$ cat src/rtl/sdram_bist.sv
// SDRAM built-in self-test master: writes a pattern over [addr_start, addr_end], reads it back and compares.
// Define SDRAM_BIST_LFSR_EN to build the 16-bit LFSR pattern generator selected by pattern_sel.
`timescale 1ns/1ps
module sdram_bist #(
    parameter int AW = 23,
    parameter int DW = 16
) (
    input  logic            clk,
    input  logic            rst,
    input  logic            start,
    input  logic [AW-1:0]   addr_start,
    input  logic [AW-1:0]   addr_end,
    input  logic            pattern_sel,
    input  logic [DW-1:0]   seed,
    output logic            busy,
    output logic            done,
    output logic            pass,
    output logic            cfg_err,
    output logic [15:0]     err_count,
    output logic [AW-1:0]   first_err_addr,
    output logic            bus_read,
    output logic            bus_write,
    output logic [AW-1:0]   bus_addr,
    output logic [DW-1:0]   bus_wdata,
    output logic [DW/8-1:0] bus_byteenable,
    input  logic            bus_ready,
    input  logic            bus_rvalid,
    input  logic [DW-1:0]   bus_rdata
);
    typedef enum logic [2:0] {S_IDLE, S_WRITE, S_READ, S_WAIT_RD, S_DONE} state_t;

    state_t        r_state;
    logic [AW-1:0] r_addr_start, r_addr_end, r_first_err_addr, r_bus_addr;
    logic [DW-1:0] r_seed, r_pat, r_bus_wdata;
    logic [15:0]   r_err_count;
    logic          r_busy, r_done, r_pass, r_cfg_err, r_bus_read, r_bus_write;

    logic [AW-1:0] w_addr_inc;
    logic [DW-1:0] w_addr_pat, w_next_pat, w_seed_eff;
    logic          w_addr_last, w_mismatch;

    assign w_addr_inc  = r_bus_addr + AW'(1);
    assign w_addr_pat  = DW'(w_addr_inc);
    // Compared before incrementing, so addr_end at the top of the space never wraps.
    assign w_addr_last = (r_bus_addr == r_addr_end);
    assign w_mismatch  = (bus_rdata != r_pat);

`ifdef SDRAM_BIST_LFSR_EN
    logic r_mode;

    assign w_seed_eff = (pattern_sel && seed == '0) ? DW'(1) : seed;

    always_comb begin
        w_next_pat = w_addr_pat ^ r_seed;
        if (r_mode)
            w_next_pat = {r_pat[14:0], r_pat[15] ^ r_pat[13] ^ r_pat[12] ^ r_pat[10]};
    end
`else
    logic w_unused_sel;

    assign w_unused_sel = pattern_sel;
    assign w_seed_eff   = seed;
    assign w_next_pat   = w_addr_pat ^ r_seed;
`endif

    // NOTE: sequential state uses non-blocking assignments so every branch sees pre-edge values.
    always_ff @(posedge clk) begin
        if (rst) begin
            r_state          <= S_IDLE;
            r_addr_start     <= '0;
            r_addr_end       <= '0;
            r_seed           <= '0;
            r_pat            <= '0;
            r_err_count      <= '0;
            r_first_err_addr <= '0;
            r_busy           <= 1'b0;
            r_done           <= 1'b0;
            r_pass           <= 1'b0;
            r_cfg_err        <= 1'b0;
            r_bus_read       <= 1'b0;
            r_bus_write      <= 1'b0;
            r_bus_addr       <= '0;
            r_bus_wdata      <= '0;
`ifdef SDRAM_BIST_LFSR_EN
            r_mode           <= 1'b0;
`endif
        end else begin
            case (r_state)
                S_IDLE, S_DONE: begin
                    if (start) begin
                        r_addr_start     <= addr_start;
                        r_addr_end       <= addr_end;
                        r_seed           <= w_seed_eff;
                        r_pat            <= w_seed_eff;
                        r_err_count      <= '0;
                        r_first_err_addr <= '0;
                        r_pass           <= 1'b0;
                        r_bus_addr       <= addr_start;
                        r_bus_wdata      <= w_seed_eff;
`ifdef SDRAM_BIST_LFSR_EN
                        r_mode           <= pattern_sel;
`endif
                        if (addr_start > addr_end) begin
                            r_cfg_err <= 1'b1;
                            r_done    <= 1'b1;
                            r_busy    <= 1'b0;
                            r_state   <= S_DONE;
                        end else begin
                            r_cfg_err   <= 1'b0;
                            r_done      <= 1'b0;
                            r_busy      <= 1'b1;
                            r_bus_write <= 1'b1;
                            r_state     <= S_WRITE;
                        end
                    end
                end
                S_WRITE: begin
                    if (bus_ready) begin
                        if (w_addr_last) begin
                            r_bus_write <= 1'b0;
                            r_bus_read  <= 1'b1;
                            r_bus_addr  <= r_addr_start;
                            r_pat       <= r_seed;
                            r_state     <= S_READ;
                        end else begin
                            r_bus_addr  <= w_addr_inc;
                            r_pat       <= w_next_pat;
                            r_bus_wdata <= w_next_pat;
                        end
                    end
                end
                S_READ: begin
                    if (bus_ready) begin
                        r_bus_read <= 1'b0;
                        r_state    <= S_WAIT_RD;
                    end
                end
                S_WAIT_RD: begin
                    if (bus_rvalid) begin
                        if (w_mismatch) begin
                            if (r_err_count != 16'hFFFF)
                                r_err_count <= r_err_count + 16'd1;
                            if (r_err_count == '0)
                                r_first_err_addr <= r_bus_addr;
                        end
                        if (w_addr_last) begin
                            r_busy  <= 1'b0;
                            r_done  <= 1'b1;
                            r_pass  <= (r_err_count == '0) && !w_mismatch;
                            r_state <= S_DONE;
                        end else begin
                            r_bus_addr <= w_addr_inc;
                            r_pat      <= w_next_pat;
                            r_bus_read <= 1'b1;
                            r_state    <= S_READ;
                        end
                    end
                end
                default: r_state <= S_IDLE;
            endcase
        end
    end

    assign busy           = r_busy;
    assign done           = r_done;
    assign pass           = r_pass;
    assign cfg_err        = r_cfg_err;
    assign err_count      = r_err_count;
    assign first_err_addr = r_first_err_addr;
    assign bus_read       = r_bus_read;
    assign bus_write      = r_bus_write;
    assign bus_addr       = r_bus_addr;
    assign bus_wdata      = r_bus_wdata;
    assign bus_byteenable = '1;
endmodule

$ cat config.mk
export PLATFORM = sky130hd
export DESIGN_NAME = sdram_bist
export DESIGN_NICKNAME = d
export VERILOG_FILES = /design/src/rtl/sdram_bist.sv
export SDC_FILE = /design/constraint.sdc
export NUM_CORES = 1
export LEC_CHECK = 0
export ABC_AREA = 1
export CAP_MARGIN = 20
export CORE_AREA = 8 8 143 145
export CTS_BUF_LIST = sky130_fd_sc_hd__clkbuf_16
export DETAILED_ROUTE_END_ITERATION = 16
export DIE_AREA = 0 0 151 153
export HOLD_SLACK_MARGIN = 0.08
export PLACE_DENSITY_LB_ADDON = 0.12
export SLEW_MARGIN = 20
export SYNTH_ARGS = -nofsm -noshare
export SYNTH_HDL_FRONTEND = slang
export SYNTH_SLANG_ARGS = --single-unit
export TNS_END_PERCENT = 1
$ cat constraint.sdc
create_clock -name clk -period 2.4 [get_ports clk]
set_input_delay 0.6 -clock clk [delete_from_list [all_inputs] [get_ports clk]]
set_output_delay 0.6 -clock clk [all_outputs]
set_load 0.1 [all_outputs]
==> qor.txt <==
LOGIC SYNTHESIS
-------------------------------------------------------------------------------------
Top cells by area, synth                                                 sky130_fd_sc_hd__dfxtp_1 35%, sky130_fd_sc_hd__nand2_1 14%, sky130_fd_sc_hd__o21ai_0 8.4%, sky130_fd_sc_hd__nor2_1 8.2%, sky130_fd_sc_hd__a21oi_1 7.0%
Gate count of the mapped netlist                                                 1443
Number of distinct library cells after synthesis                                   40
Synth Area in Compound Gates                                                    15.8%
Post-synthesis adder-cell area fraction                                         3.47%
Avg Inst Size Synth                                                          6.50 um2
Simple logic cell fraction of the synthesized area                              28.8%
Number of flops mapped to enable cells by yosys                                     0
Largest family of logic cells by synthesized area                        simple AND/OR/NAND/NOR gates
Cell area after synthesis                                                 0.00938 mm2
Share of the yosys chip area belonging to registers                             35.2%
Synthesized-area fraction occupied by xor and xnor cells                        6.87%
Leading register cell type out of synthesis                              sky130_fd_sc_hd__dfxtp_1
Fraction of synthesized cell area taken by the top area cell type               35.2%
Top cell type by total area after synthesis                              sky130_fd_sc_hd__dfxtp_1
Synthesis-stage register bit count                                                165
Synthesis warning total                                                             0
Proportion of synthesized flip-flops having asynchronous set or reset              0%
Proportion of synthesized area in mux cells                                        0%

FINISH
-------------------------------------------------------------------------------------
Final Net Count                                                                  1746
Diodes inserted                                                                     0
Layout area overhead                                                            30.2%
Layout fillers                                                                   1696
Fraction of final layout cells sized beyond drive strength 1                    15.7%
Final design instance area without fill                                    0.0122 mm2

DIE
-------------------------------------------------------------------------------------
Area of the die                                                            0.0231 mm2
Starting density of the core                                                    51.4%
Die Y                                                                          153 um
Site row count                                                                     50
Core ar.                                                                   0.0183 mm2
Die width                                                                      151 um
Number of top-level pins                                                          170

ROUTING
-------------------------------------------------------------------------------------
DRT Wirelength                                                               30500 um
DRT antenna net count                                                               0
Vias after detailed routing                                                      9900
Drt pass-1 iters                                                                    5
Initial DRC count                                                                 737
Vias/cell                                                                        5.26
Wire length per cell                                                          16.2 um
DRC violation count after routing                                                   0

CRITICAL PATH
-------------------------------------------------------------------------------------
Data arrival time of the worst path                                           2650 ps
Critical path startpoint                                                 addr_start[18]
Origin of the critical flop-to-flop path                                 bus_addr[6]$_SDFFE_PP0P_
Worst Path Required                                                           2720 ps
Critical path launch point type                                            input port
Maximum fanout count along the critical path                                        2
Flop2flop setup slack                                                          160 ps
Sort of element at the end of the critical path                              register
Number of cells on the worst reg-to-reg path                                       13
Start-to-end type of the worst setup path                                input port to register

CTS
-------------------------------------------------------------------------------------
Latest clock arrival within the worst-skew pair                                430 ps
Hold buffer count at cts                                                            0
Buffer cell driving the clock tree root                                  sky130_fd_sc_hd__clkbuf_16
CTS Buffer Depth                                                                    2
Clock-pin slew of the registers on the worst-case setup and hold paths          70 ps
Clock sinks                                                                       165
CTS HTree Levels                                                                    4
TritonCTS clock tree                                                            built
Number of buffers added by the clock tree synthesis step                           17

WORST HOLD PATH
-------------------------------------------------------------------------------------
Class of the tightest hold or removal check                              register to register
HP Start                                                                 r_addr_start[3]$_SDFFE_PP0P_
Depth of the worst hold-timing path                                                 2

TIMING
-------------------------------------------------------------------------------------
Fin worst setup slack                                                         71.9 ps
Setup Total Neg Slack                                                            0 ps
Final setup fails                                                                   0
Measured slew at the worst slew-check pin                                      973 ps
Max Clock Freq                                                                430 MHz
Worst clock skew                                                              9.43 ps
Worst-case headroom to the max-slew limit                                       35.1%
Number of max-slew violations in the final report                                   0
Fin crit share                                                                  97.0%
RSZ-0062 raised after global routing                                             true
Final critical delay including setup and external delays                      2330 ps
Hold Fails Final Rpt                                                                0

STATUS
-------------------------------------------------------------------------------------
Run status                                                               finished, final reports clean

POWER AND IR DROP
-------------------------------------------------------------------------------------
Overall Power                                                                0.0162 W
P per Cell Area                                                           1320 mW/mm2
P_leak                                                                        5.49 nW
Peak supply drop                                                              1040 uV

GLOBAL ROUTING
-------------------------------------------------------------------------------------
All-Layer GR Usage                                                              26.4%
First-pass GRT wire length                                                   48700 um
Vias in the first global route                                                   9226
Total grt overflow                                                                  0
Largest net degree at the start of global routing                                 115
Antenna violations before repair                                                    0

JOB
-------------------------------------------------------------------------------------
Max Cap Viol                                                                        0

PLACE
-------------------------------------------------------------------------------------
Placed Instance Area                                                       0.0116 mm2
Post-place setup slack                                                        -403 ps
Port bufs                                                                         166
Hpwl dp                                                                      22300 um
Weighted congestion at the end of routability-driven global placement           0.917

cells by family (layout without fill, tap and decap cells):
kind of cell,count (synthesis),count (layout)
other,1,2
adders and majority gates,26,26
and+or+nand+nor,654,654
buffers and inverters,231,435
xor gates and xnor gates,72,72
DFF,165,165
AOI/OAI and AO/OA,294,294
per-layer routing:
metal	wire length [um]	track usage, %	vias to the layer above	share of wire (%)
li1	-	-	4986	-
met1	13400	35.3	4514	44
met2	14100	41.3	358	46
met3	2350	5.17	42	7.7
met4	737	9.15	0	2.4
met5	0	0	-	0
worst paths after layout:
kind | endpoint
min reg2reg | r_addr_start[3]$_SDFFE_PP0P_
max | bus_write$_SDFFE_PP0P_
min | r_addr_start[3]$_SDFFE_PP0P_
max reg2reg | r_pat[12]$_SDFFE_PP0P_
cells in the final DEF, fill, tap and decap left out, types with 11 or more instances in the layout:
| cell type | n |
|---|---|
| sky130_fd_sc_hd__dfxtp_2 | 26 |
| sky130_fd_sc_hd__nand3_1 | 29 |
| sky130_fd_sc_hd__clkbuf_16 | 17 |
| sky130_fd_sc_hd__nor2_1 | 203 |
| sky130_fd_sc_hd__buf_4 | 168 |
| sky130_fd_sc_hd__xor2_1 | 49 |
| sky130_fd_sc_hd__xnor2_1 | 22 |
| sky130_fd_sc_hd__nor3_1 | 11 |
| sky130_fd_sc_hd__nand4_1 | 45 |
| sky130_fd_sc_hd__dfxtp_1 | 139 |
| sky130_fd_sc_hd__clkdlybuf4s50_1 | 80 |
| sky130_fd_sc_hd__o21ai_0 | 157 |
| sky130_fd_sc_hd__inv_1 | 142 |
| sky130_fd_sc_hd__ha_1 | 26 |
| sky130_fd_sc_hd__nand2_1 | 338 |
| sky130_fd_sc_hd__a21oi_1 | 131 |
timing repair:
item | in CTS | in global routing
gates resized for setup | 0 | 9
buffers inserted | 0 | 0
setup endpoints to repair | 0 | 18
sequential cells by signal (all words and copies together), names as in the netlist:
| register | flops |
|---|---|
| busy | 1 |
| pass | 1 |
| first_err_addr | 23 |
| r_seed | 16 |
| r_addr_end | 23 |
| bus_wdata | 16 |
| cfg_err | 1 |
| done | 1 |
| err_count | 16 |
| r_addr_start | 23 |
| bus_read | 1 |
| bus_addr | 23 |
| r_pat | 16 |
| r_state | 3 |
| bus_write | 1 |
synth_stat cells (4+ instances only):
master and n:
sky130_fd_sc_hd__buf_1 4, sky130_fd_sc_hd__buf_2 25, sky130_fd_sc_hd__inv_1 141, sky130_fd_sc_hd__nand3_1 31, sky130_fd_sc_hd__buf_4 4, sky130_fd_sc_hd__dfxtp_1 165
sky130_fd_sc_hd__inv_2 5, sky130_fd_sc_hd__clkbuf_1 48, sky130_fd_sc_hd__nand4_1 45, sky130_fd_sc_hd__nor3_1 11, sky130_fd_sc_hd__xor2_1 49, sky130_fd_sc_hd__nor2_1 205
sky130_fd_sc_hd__a21oi_1 131, sky130_fd_sc_hd__ha_1 26, sky130_fd_sc_hd__nand2_1 340, sky130_fd_sc_hd__xnor2_1 22, sky130_fd_sc_hd__o21ai_0 157
area by class of cell:
cell class,count,area [um2],share of cell area (%)
well taps,234,293,2.40
repair buffers,257,2220,18.2
inverters,147,552,4.52
flip-flops and latches,165,3340,27.3
clock inverters,14,188,1.54
clock buffers,17,425,3.48
multi-input cells,1048,5200,42.6
metrics by stage:
step	std cells	util, %	hold WS (ps)
finish	1882	66.9	447
global route	1882	66.9	473
CTS	1882	66.7	448
detailed placement	1851	63.3	436
global placement	1851	63.3	433
floorplan	1444	-	424
critical path, cell delays in order:
cell and delay [ps]:
sky130_fd_sc_hd__clkdlybuf4s50_1 500, sky130_fd_sc_hd__ha_1 350, sky130_fd_sc_hd__buf_4 140, sky130_fd_sc_hd__a21oi_1 110, sky130_fd_sc_hd__nand3_1 110, sky130_fd_sc_hd__a21oi_1 200, sky130_fd_sc_hd__nand3_2 180, sky130_fd_sc_hd__nand3_1 130
sky130_fd_sc_hd__nand2_1 70, sky130_fd_sc_hd__o21ai_0 180, sky130_fd_sc_hd__nor2_1 70
power breakdown:
part,internal (W),leakage (nW),switching [W],total [W]
registers,0.00356,1.37,0.000785,0.00435
clock network,0.00173,0.290,0.00116,0.00289
logic,0.00259,3.84,0.00632,0.00891
Power figures use the tool's default switching activity.
